## src/rtl/cpu7_csr_access_pkg.sv

```systemverilog
// Shared encodings for the CSR access initiator: opcode and FSM state types
// plus the default port widths.
package cpu7_csr_access_pkg;

    localparam int GRLEN_DEF   = 32;
    localparam int CSR_BIT_DEF = 14;

    typedef enum logic [1:0] {
        CSR_OP_RD   = 2'b00,
        CSR_OP_WR   = 2'b01,
        CSR_OP_XCHG = 2'b10,
        CSR_OP_RSV  = 2'b11
    } csr_op_e;

    typedef enum logic [1:0] {
        CSRA_IDLE = 2'b00,
        CSRA_RD   = 2'b01,
        CSRA_WR   = 2'b10,
        CSRA_RSP  = 2'b11
    } csra_state_e;

    // True for the ops that update the CSR (csrwr, csrxchg).
    function automatic logic op_writes(input csr_op_e op);
        return (op == CSR_OP_WR) || (op == CSR_OP_XCHG);
    endfunction

endpackage

```

## src/rtl/cpu7_csr_access.sv

```systemverilog
// CSR access initiator: takes one csrrd/csrwr/csrxchg from EX, reads the old
// CSR value, optionally writes the new (merged) value and returns the old
// value to WB. All outputs come from registered state only.
module cpu7_csr_access
    import cpu7_csr_access_pkg::*;
#(
    parameter int GRLEN   = GRLEN_DEF,
    parameter int CSR_BIT = CSR_BIT_DEF
) (
    input  logic               clk,
    input  logic               resetn,
    input  logic               req_valid,
    output logic               req_ready,
    input  logic [1:0]         req_op,
    input  logic [CSR_BIT-1:0] req_csr,
    input  logic [GRLEN-1:0]   req_wval,
    input  logic [GRLEN-1:0]   req_mask,
    input  logic               flush,
    output logic               rsp_valid,
    input  logic               rsp_ready,
    output logic [GRLEN-1:0]   rsp_data,
    output logic               rsp_err,
    output logic [CSR_BIT-1:0] csr_raddr,
    input  logic [GRLEN-1:0]   csr_rdata,
    output logic [CSR_BIT-1:0] csr_waddr,
    output logic [GRLEN-1:0]   csr_wdata,
    output logic               csr_wen
);

    csra_state_e        state_q, state_d;
    csr_op_e            op_q;
    logic [CSR_BIT-1:0] addr_q;
    logic [GRLEN-1:0]   wval_q;
    logic [GRLEN-1:0]   mask_q;
    logic [GRLEN-1:0]   old_q;

    logic accept;
    assign accept = (state_q == CSRA_IDLE) && req_valid && !flush;

    // State register with synchronous reset; reset abandons any operation.
    always_ff @(posedge clk) begin
        // NOTE: sequential state uses non-blocking assignments so every flop
        // samples pre-edge values regardless of statement order.
        if (!resetn) state_q <= CSRA_IDLE;
        else         state_q <= state_d;
    end

    // Request capture in IDLE and old-value capture in RD.
    always_ff @(posedge clk) begin
        if (!resetn) begin
            op_q   <= CSR_OP_RD;
            addr_q <= '0;
            wval_q <= '0;
            mask_q <= '0;
            old_q  <= '0;
        end else begin
            if (accept) begin
                op_q   <= csr_op_e'(req_op);
                addr_q <= req_csr;
                wval_q <= req_wval;
                mask_q <= req_mask;
            end
            if (state_q == CSRA_RD) old_q <= csr_rdata;
        end
    end

    // Next-state logic; flush is honoured in IDLE, RD and RSP but not in WR,
    // where the write is already committing.
    always_comb begin
        // NOTE: default first so every path assigns state_d and no latch forms.
        state_d = state_q;
        unique case (state_q)
            CSRA_IDLE: if (accept)                 state_d = CSRA_RD;
            CSRA_RD:   state_d = flush ? CSRA_IDLE : CSRA_WR;
            CSRA_WR:   state_d = CSRA_RSP;
            CSRA_RSP:  if (flush || rsp_ready)     state_d = CSRA_IDLE;
            default:   state_d = CSRA_IDLE;
        endcase
    end

    // Address ports simply follow the captured CSR number in every state.
    assign csr_raddr = addr_q;
    assign csr_waddr = addr_q;

    // Moore outputs decoded from the current state and captured operands.
    always_comb begin
        req_ready = 1'b0;
        csr_wen   = 1'b0;
        csr_wdata = '0;
        rsp_valid = 1'b0;
        rsp_data  = '0;
        rsp_err   = 1'b0;
        unique case (state_q)
            CSRA_IDLE: req_ready = 1'b1;
            CSRA_WR: begin
                csr_wen = op_writes(op_q);
                if (op_q == CSR_OP_WR)
                    csr_wdata = wval_q;
                else if (op_q == CSR_OP_XCHG)
                    csr_wdata = (old_q & ~mask_q) | (wval_q & mask_q);
            end
            CSRA_RSP: begin
                rsp_valid = 1'b1;
                rsp_err   = (op_q == CSR_OP_RSV);
                rsp_data  = (op_q == CSR_OP_RSV) ? '0 : old_q;
            end
            default: ;
        endcase
    end

endmodule
```

## config.mk

```make
export PLATFORM = sky130hd
export DESIGN_NAME = cpu7_csr_access
export DESIGN_NICKNAME = d
export VERILOG_FILES = /design/src/rtl/cpu7_csr_access_pkg.sv /design/src/rtl/cpu7_csr_access.sv
export SDC_FILE = /design/constraint.sdc
export NUM_CORES = 1
export LEC_CHECK = 0
export BUFFER_PORTS_ARGS = -buffer_cell sky130_fd_sc_hd__buf_4
export CORE_ASPECT_RATIO = 1.2
export CORE_MARGIN = 2
export CORE_UTILIZATION = 44
export CTS_CLUSTER_SIZE = 40
export DETAILED_ROUTE_END_ITERATION = 10
export GPL_TIMING_DRIVEN = 0
export PLACE_DENSITY = 0.77
export SLEW_MARGIN = 20
export SYNTH_ARGS = -nofsm -noshare
export SYNTH_HDL_FRONTEND = slang
export SYNTH_SLANG_ARGS = --single-unit
```

## constraint.sdc

```tcl
create_clock -name clk -period 1.7 [get_ports clk]
set_clock_uncertainty 0.2 [all_clocks]
set_input_delay 0.255 -clock clk [delete_from_list [all_inputs] [get_ports clk]]
set_output_delay 0.255 -clock clk [all_outputs]
set_load 0.01 [all_outputs]
```

==> impl_metrics.ini <==
[clock_tree]
cts-root-buf = clkbuf_16
htree_num_levels = 4
cts_buffers = 17
path_clk_slew_ns = 0.06
ctsLongestPathBuffers = 2
tritoncts = yes
clock_latency_ns = 0.42
cts.sinks = 114

[die]
fp.dieArea_sq_um = 12800
die_h_um = 123
boundaryPins = 213
core_sq_um = 11600
start_util_pct = 45.2
die_w_um = 104
num_rows = 43

[routing]
drc = 2
dr.first_iter.drc_count = 713
via_per_inst = 6.06
vias = 7618
final_antenna_net_count = 0
dr.pass1.iters = 10
wl_per_cell_um = 23.6
drt-total-wl_um = 29600

[finish]
stdcell_count = 1257
final-seq-area_sq_um = 2290
nNetsFinal = 1209
final_util_pct = 91.6
synthToLayoutAreaGrowth_pct = 103
antenna_cells = 0
multi_input_area_sq_um = 3350
fillers = 407
drive_above_1_share_pct = 47.5

[placement]
port_buffers = 212
place_inst = 1074
hpwl_um = 12000
gp_congestion = 0.841
pre_cts_slack_ns = -0.457

[worst_setup_path]
start_kind = flop
cp.required_ns = 1.24
end_kind = output port
path_class = flop to output port
arrival_ns = 1.90
crit_fanout = 10

[run_status]
status = finished, violations left
violations = design-rule violations, negative setup slack

[yosys]
synth_top_cell_area_share_pct = 43.6
syn-instance-count = 705
ys_seq_area_share_pct = 43.6
synth_largest_area_cell = dfxtp_1
synthArstFlopShare_pct = 0
syn_avg_cell_area_sq_um = 7.42
synth-main-ff-cell = dfxtp_1
synth_edf_count = 0
syn-num-nets = 825
ys_ff_latch = 114
synth_area_leaders = dfxtp_1 44%, nand2_1 13%, o21ai_0 11%, nand3_1 7.7%, and2_1 3.9%
synth_area_sq_um = 5230
yosysUniqueCellTypes = 27
synth_warnings = 0

[timing]
max_freq_ghz = 0.425
slew_headroom_pct = 41.2
rsz0062_at_grt = yes
worst_slew_pin_slew_ns = 0.882
worst_slack_ns = -0.654
hold_viol_final = 0
period_needed_ns = 2.35
final.setup.tns_ns = -40.21
drv_slew = 0
post-route-period-util_pct = 138
setup_viol = 148

[power]
power.leakage_nw = 4.23
total_power_mw = 8.37
irDropWorstVdd_mv = 0.815
cellPowerDensity_nw_per_um2 = 790

[worst_hold_path]
min_path_type = input pin to flop

[global_route]
first_global_vias = 7029
grt_max_degree = 17
antenna_found_initial = 0
grt_usage_pct = 36.0
grt_pass1_wl_um = 36100
overflow = 0

[run]
max_cap_violations = 0
## cells in the mapped netlist (3+ instances only)
cell,instances
dfxtp_1,114
a21boi_0,27
and2_1,33
nand3_1,80
clkbuf_2,3
buf_6,4
nor2_1,33
buf_2,4
clkbuf_8,5
ha_1,3
a21oi_1,33
buf_4,20
o21ai_0,114
nand2_1,176
a21boi_1,5
nor2b_1,3
clkbuf_1,36
## flip-flops by register name, summed over array words and instances, names as in the netlist, named ones only
signal and count:
state_q 1, csr_raddr 14, mask_q 32, old_q 32
op_q 2, wval_q 32
## routing by layer
metal / GRT usage (%) / vias to the layer above / part of all wire (%)
met5: 0 / - / 0
met1: 40.0 / 3576 / 34
li1: - / 3121 / -
met3: 6.80 / 233 / 9.4
met2: 64.7 / 688 / 48
met4: 21.6 / 0 / 7.9
## power breakdown
part | internal (mW) | total (mW) | switching [mW]
registers | 2.82 | 2.98 | 0.161
logic | 0.862 | 1.68 | 0.821
clock network | 2.36 | 3.70 | 1.34
total | 6.04 | 8.37 | 2.32
## through the flow
stage          hold WS (ns)  cell area, sq um
6_report             0.0850             10600
5_1_grt              0.0880             10600
4_1_cts              0.0438              9940
3_5_place_dp          0.250              7070
3_3_place_gp          0.240              7070
2_1_floorplan         0.185              5280
## layout make-up
| type | count | area share [%] |
|---|---|---|
| inverter | 2 | 0.0945 |
| buffer | 70 | 6.78 |
| tap | 157 | 1.85 |
| multi-input combinational | 515 | 31.6 |
| sequential | 114 | 21.7 |
| timing repair buffer | 369 | 32.5 |
| clock buffer | 24 | 4.45 |
| clock inverter | 6 | 0.992 |
## worst max-delay path, cell delays in order, from the launching register on
cell and delay (ns):
dfxtp_4 0.38, inv_2 0.05, ha_4 0.18, clkbuf_16 0.18, buf_12 0.15, nor2_4 0.11, nand2_2 0.08, a21oi_2 0.19
buf_4 0.15
## cells in the final DEF (no fill, tap or decap), drive strengths merged, types with 2 or more instances in the layout
master	n
clkbuf	58
dfxtp	114
nand2	176
nand3	80
bufinv	3
and2	33
o21ai	115
dlygate4sd3	114
nor2	33
inv	2
a21oi	33
buf	291
ha	3
clkinv	3
nor2b	3
a21boi	32
## worst paths after layout
| kind | slack, ns | to | cells after the start | startpoint |
|---|---|---|---|---|
| worst min register to register | 0.27 | wval_q[18] | 2 | wval_q[18] |
| worst max-delay path | -0.65 | csr_wdata[9] | 8 | op_q[1] |
| worst min-delay path | 0.09 | state_q[0] | 3 | flush |
| worst max register to register | -0.14 | mask_q[9] | 8 | state_q[0] |
## cell families (layout without fill, tap and decap cells)
logic type / after synthesis / after routing / synth area share (%)
simple gates: 330 / 330 / 28.0
buf+inv: 76 / 471 / 8.59
fa+ha+maj: 3 / 3 / 0.718
flops: 114 / 114 / 43.6
compound gates: 182 / 182 / 19.1
## timing repair
item / 4_1_cts / 5_1_grt
setup endpoints to repair: 172 / 175
endpoints found under the hold margin: 113 / 1
setup buffers: 17 / 15
pin swaps: 47 / 41
resized for setup: 306 / 176
cloned: 16 / 2
hold buffers: 114 / 1
Note: power is estimated with default switching activity, not from simulation.
